**config.mk**
```make
export PLATFORM = sky130hd
export DESIGN_NAME = button_controller
export DESIGN_NICKNAME = d
export VERILOG_FILES = /design/src/rtl/button_ctrl_pkg.sv /design/src/rtl/button_controller_tick_pulser.sv /design/src/rtl/button_controller.sv
export SDC_FILE = /design/constraint.sdc
export NUM_CORES = 1
export LEC_CHECK = 0
export CAP_MARGIN = 0
export CELL_PAD_IN_SITES_DETAIL_PLACEMENT = 1
export CELL_PAD_IN_SITES_GLOBAL_PLACEMENT = 2
export CORE_AREA = 2 2 82 84
export DETAILED_ROUTE_END_ITERATION = 6
export DIE_AREA = 0 0 84 86
export PLACE_DENSITY = 0.91
export SETUP_SLACK_MARGIN = 0.15
export SYNTH_ARGS = -nofsm -noshare
export SYNTH_HDL_FRONTEND = slang
export SYNTH_SLANG_ARGS = --single-unit
```
**constraint.sdc**
```tcl
create_clock -name iClk -period 4.62 [get_ports iClk]
set_input_delay 0.924 -clock iClk [delete_from_list [all_inputs] [get_ports iClk]]
set_output_delay 0.924 -clock iClk [all_outputs]
set_load 0.1 [all_outputs]
```
**src/rtl/button_ctrl_pkg.sv**
```systemverilog
// Shared constants and helpers for the front-panel button controller.
package button_ctrl_pkg;

    // Repeat-tracker states, kept as plain constants for legacy tools.
    typedef logic [1:0] rpt_state_t;
    localparam rpt_state_t ST_IDLE   = 2'd0;
    localparam rpt_state_t ST_DELAY  = 2'd1;
    localparam rpt_state_t ST_REPEAT = 2'd2;

    // Bits needed to hold an index/count in 0..n-1 (never less than one bit).
    function automatic int idx_width(input int n);
        if (n <= 1) begin
            return 1;
        end else begin
            return $clog2(n);
        end
    endfunction

    // Larger of two integers, used to size the shared repeat counter.
    function automatic int max_int(input int a, input int b);
        if (a > b) begin
            return a;
        end else begin
            return b;
        end
    endfunction

endpackage

```
**src/rtl/button_controller_tick_pulser.sv**
```systemverilog
// One button's strobe-enabled two-stage sampler; q1 is the debounced level
// and rise flags a newly sampled press (q0 set, q1 still clear).
module tick_pulser (
    input  logic clk,
    input  logic rst_n,
    input  logic tick,
    input  logic btn,
    output logic held,
    output logic rise
);

    logic q0_q;
    logic q1_q;
    logic q0_d;
    logic q1_d;

    // Advance the sampler pipeline only on sample strobes.
    always_comb begin
        if (tick) begin
            q0_d = btn;
            q1_d = q0_q;
        end else begin
            q0_d = q0_q;
            q1_d = q1_q;
        end
    end

    // Sampler flops with synchronous active-low reset.
    always_ff @(posedge clk) begin
        if (!rst_n) begin
            q0_q <= 1'b0;
            q1_q <= 1'b0;
        end else begin
            q0_q <= q0_d;
            q1_q <= q1_d;
        end
    end

    assign held = q1_q;
    assign rise = q0_q & ~q1_q;

endmodule

```
**src/rtl/button_controller.sv**
```systemverilog
// Front-panel button controller: sample strobe, per-button single-pulse
// detection, one shared auto-repeat tracker and a fixed-priority event
// arbiter feeding a valid/ack consumer.
module button_controller
    import button_ctrl_pkg::*;
#(
    parameter int N_BTN        = 4,
    parameter int DIV          = 250000,
    parameter int REPEAT_DELAY = 50,
    parameter int REPEAT_RATE  = 10
) (
    input  logic                            iClk,
    input  logic                            iRst_n,
    input  logic [N_BTN-1:0]                iBtn,
    input  logic                            iAck,
    output logic                            oValid,
    output logic [idx_width(N_BTN)-1:0]     oCode,
    output logic                            oRepeat,
    output logic [N_BTN-1:0]                oHeld
);

    localparam int CW = idx_width(N_BTN);
    localparam int TW = idx_width(DIV);
    localparam int RW = idx_width(max_int(REPEAT_DELAY, REPEAT_RATE) + 1);

    // Lowest set index of a vector (0 when empty; callers qualify with |v).
    function automatic logic [CW-1:0] lowest_idx(input logic [N_BTN-1:0] v);
        lowest_idx = {CW{1'b0}};
        for (int i = N_BTN - 1; i >= 0; i--) begin
            if (v[i]) begin
                lowest_idx = CW'(i);
            end else begin
                lowest_idx = lowest_idx;
            end
        end
    endfunction

    logic [TW-1:0]    tick_cnt_q, tick_cnt_d;
    logic             tick_s;
    logic             tick_d_q;
    logic [N_BTN-1:0] held_s;
    logic [N_BTN-1:0] rise_s;
    logic [CW-1:0]    low_held_s;

    rpt_state_t       st_q, st_d;
    logic [RW-1:0]    rcnt_q, rcnt_d;
    logic [CW-1:0]    idx_q, idx_d;
    logic             fire_s;

    logic [N_BTN-1:0] pend_q, pend_d;
    logic [N_BTN-1:0] rpt_q, rpt_d;
    logic [N_BTN-1:0] set_s;
    logic [N_BTN-1:0] clr_s;
    logic [CW-1:0]    grant_idx_s;
    logic             take_s;

    logic             valid_q, valid_d;
    logic [CW-1:0]    code_q, code_d;
    logic             rep_q, rep_d;

    // Free-running sample-strobe divider, strobe on the last count.
    always_comb begin
        tick_s = (tick_cnt_q == TW'(DIV - 1));
        if (tick_s) begin
            tick_cnt_d = {TW{1'b0}};
        end else begin
            tick_cnt_d = tick_cnt_q + TW'(1);
        end
    end

    genvar gi;
    generate
        for (gi = 0; gi < N_BTN; gi++) begin : g_btn
            tick_pulser u_tp (
                .clk   (iClk),
                .rst_n (iRst_n),
                .tick  (tick_s),
                .btn   (iBtn[gi]),
                .held  (held_s[gi]),
                .rise  (rise_s[gi])
            );
        end
    endgenerate

    assign low_held_s = lowest_idx(held_s);

    // Repeat tracker: follows the lowest held button and fires on countdown.
    always_comb begin
        st_d   = st_q;
        rcnt_d = rcnt_q;
        idx_d  = idx_q;
        fire_s = 1'b0;
        case (st_q)
            ST_IDLE: begin
                if (|held_s) begin
                    st_d   = ST_DELAY;
                    rcnt_d = RW'(REPEAT_DELAY);
                    idx_d  = low_held_s;
                end else begin
                    st_d = ST_IDLE;
                end
            end
            ST_DELAY, ST_REPEAT: begin
                if (!held_s[idx_q] || (low_held_s != idx_q)) begin
                    // Released or overtaken by a higher-priority button.
                    st_d = ST_IDLE;
                end else if (tick_s) begin
                    if (rcnt_q == RW'(1)) begin
                        fire_s = 1'b1;
                        rcnt_d = RW'(REPEAT_RATE);
                        st_d   = ST_REPEAT;
                    end else begin
                        rcnt_d = rcnt_q - RW'(1);
                    end
                end else begin
                    st_d = st_q;
                end
            end
            default: begin
                st_d = ST_IDLE;
            end
        endcase
    end

    // Pending-bit sources: fresh edges (one cycle after a strobe) and repeats.
    always_comb begin
        set_s = {N_BTN{1'b0}};
        rpt_d = rpt_q;
        for (int i = 0; i < N_BTN; i++) begin
            if (tick_d_q && rise_s[i]) begin
                set_s[i] = 1'b1;
                rpt_d[i] = 1'b0;
            end else if (fire_s && (idx_q == CW'(i))) begin
                set_s[i] = 1'b1;
                rpt_d[i] = 1'b1;
            end else begin
                set_s[i] = 1'b0;
            end
        end
    end

    // Arbiter: hand the lowest pending button to the consumer when free.
    always_comb begin
        take_s      = !valid_q || iAck;
        grant_idx_s = lowest_idx(pend_q);
        valid_d     = valid_q;
        code_d      = code_q;
        rep_d       = rep_q;
        clr_s       = {N_BTN{1'b0}};
        if (take_s) begin
            if (|pend_q) begin
                valid_d = 1'b1;
                code_d  = grant_idx_s;
                rep_d   = rpt_q[grant_idx_s];
                for (int i = 0; i < N_BTN; i++) begin
                    clr_s[i] = (grant_idx_s == CW'(i));
                end
            end else begin
                valid_d = 1'b0;
            end
        end else begin
            valid_d = valid_q;
        end
        // A set landing in the same cycle as the grant-clear survives.
        pend_d = (pend_q & ~clr_s) | set_s;
    end

    // State registers with synchronous active-low reset.
    always_ff @(posedge iClk) begin
        if (!iRst_n) begin
            tick_cnt_q <= {TW{1'b0}};
            tick_d_q   <= 1'b0;
            st_q       <= ST_IDLE;
            rcnt_q     <= {RW{1'b0}};
            idx_q      <= {CW{1'b0}};
            pend_q     <= {N_BTN{1'b0}};
            rpt_q      <= {N_BTN{1'b0}};
            valid_q    <= 1'b0;
            code_q     <= {CW{1'b0}};
            rep_q      <= 1'b0;
        end else begin
            tick_cnt_q <= tick_cnt_d;
            tick_d_q   <= tick_s;
            st_q       <= st_d;
            rcnt_q     <= rcnt_d;
            idx_q      <= idx_d;
            pend_q     <= pend_d;
            rpt_q      <= rpt_d;
            valid_q    <= valid_d;
            code_q     <= code_d;
            rep_q      <= rep_d;
        end
    end

    assign oValid  = valid_q;
    assign oCode   = code_q;
    assign oRepeat = rep_q;
    assign oHeld   = held_s;

endmodule

```
==> qor.tcl, run 1 <==
set qor(run_status) {complete, no violations}
set qor(finClkSkew_ps) 12.89
set qor(dr_total_vias) 1967
set qor(tightestPinTransition_ps) 1005
set qor(r2r.worst_path.cells) 5
set qor(critical_path_arrival_ps) 2080
set qor(die_w_um) 84
set qor(worst_skew_pair_latency_ps) 300
set qor(postSynth.asyncResetShare) 0
set qor(totalNegativeSetupSlack_ps) 0
set qor(placementRows) 29
set qor(port-buffer-count) 14
set qor(iteration_count_of_the_initial_detailed_routing_pass) 4
set qor(post-route-period-util) 0.6510
set qor(storage_element_area_um2) 980.9
set qor(crit_family) {buffers and inverters}
set qor(whs_endpoint) {tick_cnt_q[0]$_SDFF_PP0_}
set qor(postSynthAreaPerCell_um2) 8.020
set qor(initial_utilization) 0.3743
set qor(ys_seq_area_frac) 0.4175
set qor(synthToLayoutAreaGrowth_pct) 11.71
set qor(h-tree-depth) 2
set qor(fp.dieArea_um2) 7224
set qor(ys_ff_latch) 49
set qor(place_hpwl_um) 3770
set qor(grt_first_pass_wirelength_um) 9473
set qor(drc) 0
set qor(critical_path.max_fanout) 11
set qor(finalPower_mw) 0.7576
set qor(power.leakage_nw) 0.9243
set qor(placeableCoreArea_um2) 6277
set qor(worst_setup_path_start_kind) {register}
set qor(wl_per_cell_um) 14.33
set qor(number_of_buffers_inserted_by_post_cts_setup_repair) 0
set qor(place_area_um2) 2509
set qor(ctsHoldBuffers) 0
set qor(timing.critical_path.cells) {clkdlybuf4s50_1}
set qor(dp.cells) 367
set qor(min-delay-path-class) {reg -> reg}
set qor(slew_viol_final) 0
set qor(p_per_area_nw_per_um2) 288.6
set qor(hold_path.startpoint) {tick_cnt_q[0]$_SDFF_PP0_}
set qor(hold_depth) 1
set qor(die-height_um) 86
set qor(aggregate_routed_wire_length_um) 5373
set qor(first_global_vias) 1993
set qor(max_cap_violations) 0
set qor(crit_path_end_kind) {primary output}
set qor(cts_sinks) 49
set qor(setup.reg_to_reg.worst_slack_ps) 1980
set qor(worst_r2r_endpoint) {rpt_q[0]$_SDFFE_PP0P_}
set qor(finalHoldViolCount) 0
set qor(grt_remaining_overflow) 0
set qor(period_needed_ps) 3008
set qor(grt_start_max_net_pins) 21
set qor(design_area_um2) 2625
set qor(rsz0062_at_grt) {false}
set qor(grt_usage) 0.1602
set qor(timing.max_slew.rel_slack) 0.3242
set qor(route.antenna.remaining_nets) 0
set qor(synth.cell_area_um2) 2350
set qor(predominant_post_synthesis_flop_cell) {sky130_fd_sc_hd__dfxtp_1}
set qor(numCtsBuffers) 5
set qor(clock_tree.buffer_depth) 2
set qor(path_clk_slew_ps) 90
set qor(fill_cell_count) 759
set qor(clock_tree_from_tritoncts) {yes}
set qor(antenna_found_initial) 0
set qor(diodes) 0
set qor(top_level_ports) 15
set qor(worstPathBufferInverterCount) 1
set qor(cts_root_buffer) {sky130_fd_sc_hd__clkbuf_8}
set qor(detail_route.vias_per_cell) 5.245
set qor(crit_required_ps) 3700
set qor(path_class) {reg -> out}
set qor(timing.hold.ws_ps) 461.4
set qor(finalSetupViolCount) 0
set qor(multiInputGateArea_um2) 1242
set qor(edff_count_synth) 0
set qor(non_filler_instance_count_after_layout) 375
set qor(critical_path.max_stage_delay_ps) 1210
set qor(final_net_count) 309
set qor(finalWeightedCongestion) 0.7691
set qor(post_cts_resize_count) 0
set qor(yosys.cell_types.count) 45
set qor(timing.rr.start) {tick_cnt_q[5]$_SDFF_PP0_}
set qor(drive_above_1_share) 0.04698
set qor(irDropWorstVdd_uv) 147.4
set qor(detail_route.iter0.violations) 89
set qor(net_count_after_synthesis) 305
set qor(fmaxAchievable_ghz) 0.3325
set qor(slowest_stage) {sky130_fd_sc_hd__clkdlybuf4s50_1}
set qor(post_synth_inst_count) 293
set qor(yosys_warnings) 0
==> how the worst max path moves through the flow <==
stage / from / to / slack [ps] / cells past startpoint
floorplan: tick_cnt_q[5]$_SDFF_PP0_ / rpt_q[0]$_SDFFE_PP0P_ / 2190 / 6
global placement: iRst_n / idx_q[0]$_SDFFE_PN0P_ / 1710 / 3
CTS: g_btn[0].u_tp.held$_SDFFE_PN0P_ / oHeld[0] / 1610 / 1
finish: g_btn[0].u_tp.held$_SDFFE_PN0P_ / oHeld[0] / 1610 / 1
global route: g_btn[0].u_tp.held$_SDFFE_PN0P_ / oHeld[0] / 1540 / 1
detailed placement: iRst_n / idx_q[0]$_SDFFE_PN0P_ / 1620 / 3
==> kinds of logic after synthesis <==
kind of cell,count (synthesis),share of synthesized area
xor+xnor,17,0.06336
compound gates,53,0.1374
mux,1,0.004260
fa+ha+maj,5,0.02662
flops,49,0.4175
buf+inv,29,0.05378
simple gates,139,0.2971
==> state kept, by name, summed over array words and instances, names as in the netlist <==
| register | count |
|---|---|
| rcnt_q | 6 |
| g_btn.u_tp.held | 4 |
| oValid | 1 |
| tick_d_q | 1 |
| rpt_q | 4 |
| st_q | 2 |
| idx_q | 2 |
| oRepeat | 1 |
| pend_q | 4 |
| g_btn.u_tp.q0_q | 4 |
| oCode | 2 |
| tick_cnt_q | 18 |
==> synth_stat cells (2+ instances only) <==
cell type / n / area share
sky130_fd_sc_hd__dfxtp_1: 49 / 0.42
sky130_fd_sc_hd__nand2_1: 41 / 0.065
sky130_fd_sc_hd__nor2_1: 34 / 0.054
sky130_fd_sc_hd__a21oi_1: 21 / 0.045
sky130_fd_sc_hd__o21ai_0: 15 / 0.032
sky130_fd_sc_hd__clkbuf_1: 12 / 0.019
sky130_fd_sc_hd__nand3_1: 12 / 0.026
sky130_fd_sc_hd__inv_1: 11 / 0.018
sky130_fd_sc_hd__xnor2_1: 11 / 0.041
sky130_fd_sc_hd__nor3_1: 9 / 0.019
sky130_fd_sc_hd__and3_1: 6 / 0.016
sky130_fd_sc_hd__xor2_1: 6 / 0.022
sky130_fd_sc_hd__ha_1: 5 / 0.027
sky130_fd_sc_hd__nand2b_1: 5 / 0.013
sky130_fd_sc_hd__buf_4: 4 / 0.013
sky130_fd_sc_hd__or4_1: 4 / 0.013
sky130_fd_sc_hd__a221oi_1: 3 / 0.011
sky130_fd_sc_hd__and2_1: 3 / 0.0080
sky130_fd_sc_hd__nand3b_1: 3 / 0.0096
sky130_fd_sc_hd__nor4_1: 3 / 0.0080
sky130_fd_sc_hd__or2_2: 3 / 0.0080
sky130_fd_sc_hd__a211oi_1: 2 / 0.0064
sky130_fd_sc_hd__a32oi_1: 2 / 0.0075
sky130_fd_sc_hd__and3b_1: 2 / 0.0075
sky130_fd_sc_hd__and4_1: 2 / 0.0075
sky130_fd_sc_hd__buf_2: 2 / 0.0043
sky130_fd_sc_hd__nand4_1: 2 / 0.0053
sky130_fd_sc_hd__o22ai_1: 2 / 0.0053
sky130_fd_sc_hd__o311ai_0: 2 / 0.0075
sky130_fd_sc_hd__or3_1: 2 / 0.0053
==> where the power goes <==
part           leakage [nW]  total, mW  switching (mW)  internal (mW)
logic                 0.471     0.0169         0.00981        0.00705
registers             0.395      0.426         0.00187          0.424
clock network        0.0585      0.315           0.138          0.177
==> layout make-up <==
| type | count | area share |
|---|---|---|
| Clock buffer | 7 | 0.03289 |
| Inverter | 11 | 0.01573 |
| Sequential cell | 49 | 0.3737 |
| Clock inverter | 1 | 0.01144 |
| Multi-Input combinational cell | 215 | 0.4733 |
| Timing Repair Buffer | 15 | 0.05624 |
| Tap cell | 77 | 0.03670 |
==> layer usage <==
| metal | vias to the layer above | GRT usage | share of wire |
|---|---|---|---|
| met5 | - | 0 | 0 |
| met4 | 0 | 0.04399 | 0.0067 |
| met3 | 2 | 0.02887 | 0.022 |
| met2 | 16 | 0.2560 | 0.45 |
| met1 | 932 | 0.2235 | 0.52 |
| li1 | 1017 | - | - |
==> cell usage in the layout, fill, tap and decap left out, types with 3 or more instances in the layout <==
master and count:
sky130_fd_sc_hd__nor4_1 3, sky130_fd_sc_hd__nand3b_1 3, sky130_fd_sc_hd__xor2_1 6, sky130_fd_sc_hd__or4_1 4, sky130_fd_sc_hd__nand2b_1 5, sky130_fd_sc_hd__nand3_1 12, sky130_fd_sc_hd__clkdlybuf4s50_1 14, sky130_fd_sc_hd__or2_2 3
sky130_fd_sc_hd__dfxtp_1 49, sky130_fd_sc_hd__a221oi_1 3, sky130_fd_sc_hd__o21ai_0 15, sky130_fd_sc_hd__inv_1 11, sky130_fd_sc_hd__and2_1 3, sky130_fd_sc_hd__nand2_1 41, sky130_fd_sc_hd__and3_1 6, sky130_fd_sc_hd__xnor2_1 11
sky130_fd_sc_hd__a21oi_1 21, sky130_fd_sc_hd__ha_1 5, sky130_fd_sc_hd__nor3_1 9, sky130_fd_sc_hd__nor2_1 34, sky130_fd_sc_hd__clkbuf_8 6
==> per-stage QoR <==
step / setup slack (ps) / util
after floorplan: 2193 / -
after global routing: 1545 / 0.4182
final: 1612 / 0.4182
after detailed placement: 1615 / 0.3996
after CTS: 1610 / 0.4182
after global placement: 1709 / 0.3996
Note: power is estimated with default switching activity, not from simulation.
==> run 2, diff against run 1 <==
Settings changed: CORE_AREA 2 2 82 84 to 2 2 89 91, DIE_AREA 0 0 84 86 to 0 0 91 93, PLACE_DENSITY 0.91 to 0.83.
Clock period 4.62 ns to 2.4 ns, I/O delays scaled along.
==> qor.tcl, run 2 (synthesis results as in run 1) <==
set qor(whs_endpoint) {rpt_q[2]$_SDFFE_PP0P_}
set qor(worst_r2r_endpoint) {rpt_q[0]$_SDFFE_PP0P_}
set qor(irDropWorstVdd_uv) 215.8 ;# +46%
set qor(critical_path.max_fanout) 4 ;# -7
set qor(final_net_count) 329 ;# +6.5%
set qor(worstPathBufferInverterCount) 0 ;# -1
set qor(crit_path_end_kind) {register}
set qor(finClkSkew_ps) 11.27 ;# -1.618 ps
set qor(fill_cell_count) 947 ;# +25%
set qor(port-buffer-count) 14 ;# unchanged
set qor(total_switching_power_mw) 0.3346 ;# +120%
set qor(dp.cells) 409 ;# +11%
set qor(min-delay-path-class) {reg -> reg}
set qor(met2_length_um) 2930 ;# +21%
set qor(largest_registers) {tick_cnt_q x18, rcnt_q x6}
set qor(finalHoldViolCount) 0 ;# unchanged
set qor(cellInternalPower_mw) 1.049 ;# +73%
set qor(slowest_stage) {sky130_fd_sc_hd__or4_4}
set qor(storage_element_area_um2) 984.7 ;# +0.38%
set qor(totalNegativeSetupSlack_ps) 0 ;# unchanged
set qor(iteration_count_of_the_initial_detailed_routing_pass) 4 ;# unchanged
set qor(dr_total_vias) 2063 ;# +4.9%
set qor(tightestPinTransition_ps) 686.5 ;# -318.9 ps
set qor(place_hpwl_um) 4332 ;# +15%
set qor(finalWeightedCongestion) 0.7679 ;# -0.16%
set qor(run_status) {complete, no violations}
set qor(hold_depth) 2 ;# +1
set qor(grt_remaining_overflow) 0 ;# unchanged
set qor(top_register) {tick_cnt_q}
set qor(path_clk_slew_ps) 100 ;# about the same
set qor(numCtsBuffers) 5 ;# unchanged
set qor(aggregate_routed_wire_length_um) 5878 ;# +9.4%
set qor(relative_contribution_of_sequential_cells_to_total_power) 0.593 ;# +0.031
set qor(cts_root_buffer) {sky130_fd_sc_hd__clkbuf_8}
set qor(clock_tree_from_tritoncts) {yes}
set qor(setup.reg_to_reg.worst_slack_ps) 80 ;# -1900 ps
set qor(die-height_um) 93 ;# +8.1%
set qor(diodes) 0 ;# unchanged
set qor(post-route-period-util) 0.9652
set qor(initial_utilization) 0.3122 ;# -0.06216
set qor(timing.hold.ws_ps) 459.5 ;# -1.978 ps
set qor(crit_required_ps) 2640 ;# -1060 ps
set qor(fmaxAchievable_ghz) 0.4317
set qor(met1_wl_um) 2746 ;# -1.4%
set qor(flip_flop_count_of_the_largest_register_all_copies_and_words_added) 18 ;# unchanged
set qor(cpMostUsedCell) {sky130_fd_sc_hd__or4_4}
set qor(wl_per_cell_um) 14.00 ;# -2.3%
set qor(detail_route.iter0.violations) 124 ;# +39%
set qor(commonest_cells_after_routing_fill_and_taps_aside) {46 x sky130_fd_sc_hd__dfxtp_1, 40 x sky130_fd_sc_hd__nand2_1, 34 x sky130_fd_sc_hd__nor2_1}
set qor(worst_setup_path_start_kind) {register}
set qor(sw_frac_of_total) 0.2419 ;# +0.04413
set qor(detail_route.vias_per_cell) 4.912 ;# -6.4%
set qor(finalSetupViolCount) 0 ;# unchanged
set qor(finalPower_mw) 1.383 ;# +83%
set qor(drc) 0 ;# unchanged
set qor(placeableCoreArea_um2) 7527 ;# +20%
set qor(drive_above_1_share) 0.1761 ;# +0.1291
set qor(power.clock.fraction) 0.377 ;# -0.038
set qor(worst_skew_pair_latency_ps) 320 ;# +20 ps
set qor(layout.cells.most_common) {sky130_fd_sc_hd__dfxtp_1}
set qor(cts_sinks) 49 ;# unchanged
set qor(maxUsedRoutingLayer) {met4}
set qor(grt_usage) 0.1490 ;# -0.01121
set qor(timing.critical_path.cells) {or4_1, or2_1, or4_4, or4_4, a32oi_1}
set qor(first_global_vias) 2125 ;# +6.6%
set qor(non_filler_instance_count_after_layout) 420 ;# +12%
set qor(multiInputGateArea_um2) 1313 ;# +5.6%
set qor(critical_path.max_stage_delay_ps) 550 ;# -660 ps
set qor(fp.dieArea_um2) 8463 ;# +17%
set qor(grt_first_pass_wirelength_um) 10090 ;# +6.6%
set qor(timing.rr.start) {tick_cnt_q[5]$_SDFF_PP0_}
set qor(h-tree-depth) 2 ;# unchanged
set qor(period_needed_ps) 2316
set qor(die_w_um) 91 ;# +8.3%
set qor(path_class) {reg -> reg}
set qor(amount_of_wire_on_met3_after_detailed_routing_um) 119 ;# +0.85%
set qor(final_util) 0.3772 ;# -0.04102
set qor(hold_path.startpoint) {rpt_q[2]$_SDFFE_PP0P_}
set qor(comb_power_share) 0.030 ;# +0.008
set qor(placementRows) 32 ;# +10%
set qor(timing.max_slew.rel_slack) 0.5351 ;# +0.2110
set qor(route.antenna.remaining_nets) 0 ;# unchanged
set qor(antenna_found_initial) 0 ;# unchanged
set qor(top_level_ports) 15 ;# unchanged
set qor(clock_tree.buffer_depth) 2 ;# unchanged
set qor(max_cap_violations) 0 ;# unchanged
set qor(synthToLayoutAreaGrowth_pct) 20.82
set qor(power.leakage_nw) 1.038 ;# +12%
set qor(grt_start_max_net_pins) 18 ;# -14%
set qor(slew_viol_final) 0 ;# unchanged
set qor(crit_family) {simple AND/OR/NAND/NOR gates}
set qor(r2r.worst_path.cells) 5 ;# unchanged
set qor(critical_path_arrival_ps) 2550 ;# +470 ps
set qor(rsz0062_at_grt) {true}
set qor(p_per_area_nw_per_um2) 487.2 ;# +69%
[run 2: worst max-delay path by stage]
stage / start / to / slack, ps / depth (start not counted)
floorplan: tick_cnt_q[5]$_SDFF_PP0_ / rpt_q[0]$_SDFFE_PP0P_ / 60 / 6
global placement: tick_cnt_q[13]$_SDFF_PP0_ / rpt_q[0]$_SDFFE_PP0P_ / 110 / 5
detailed placement: tick_cnt_q[13]$_SDFF_PP0_ / rpt_q[0]$_SDFFE_PP0P_ / 70 / 5
CTS: tick_cnt_q[5]$_SDFF_PP0_ / rpt_q[0]$_SDFFE_PP0P_ / 80 / 5
global route: st_q[0]$_SDFFE_PN0P_ / rcnt_q[2]$_SDFFE_PN0P_ / -1 / 8
finish: tick_cnt_q[5]$_SDFF_PP0_ / rpt_q[0]$_SDFFE_PP0P_ / 80 / 5
[run 2: cell type report]
type,instances,share of cell area
multi-input cells,215,0.4623
clock inverters,3,0.009255
well taps,102,0.04495
repair buffers,35,0.09784
clock buffers,5,0.02424
flip-flops and latches,49,0.3468
inverters,11,0.01454
[run 2: layer usage]
metal,GRT usage,up-vias
li1,-,1057
met1,0.1773,985
met2,0.2673,14
met3,0.03143,7
met4,0.04924,0
met5,0,-
[run 2: power groups by stage]
stage | Combinational (mW) | Sequential [mW] | Clock, mW
CTS | 0.0412 | 0.821 | 0.543
global placement | 0.0406 | 0.839 | 0
floorplan | 0.0201 | 0.838 | 0
finish | 0.0417 | 0.821 | 0.521
global route | 0.0468 | 0.822 | 0.575
detailed placement | 0.0405 | 0.839 | 0
[run 2: timing repair]
| action | in CTS | in global routing |
|---|---|---|
| hold buffers | 0 | 0 |
| endpoints found under the setup margin | 19 | 33 |
| buffers inserted | 2 | 1 |
| pin swaps | 4 | 2 |
| gates resized for setup | 6 | 7 |
| endpoints found under the hold margin | 0 | 0 |
[run 2: metrics by stage]
stage          cell area (um2)  setup WS (ps)
3_5_place_dp              2659          70.27
6_report                  2839          83.62
2_1_floorplan             2384          60.94
5_1_grt                   2839        -0.9592
4_1_cts                   2786          76.22
3_3_place_gp              2659          108.5
[run 2: worst register-to-register path: cells and delay by family (launching register included)]
family / cells / cell delay, ps
flops: 1 / 320
compound gates: 1 / 160
simple gates: 4 / 1760
==> run 3, diff against run 2 <==
Settings changed: SLEW_MARGIN set to 20.
==> results of run 3 <==
Same layout as run 2: the final DEF is identical, and so are final timing and power.
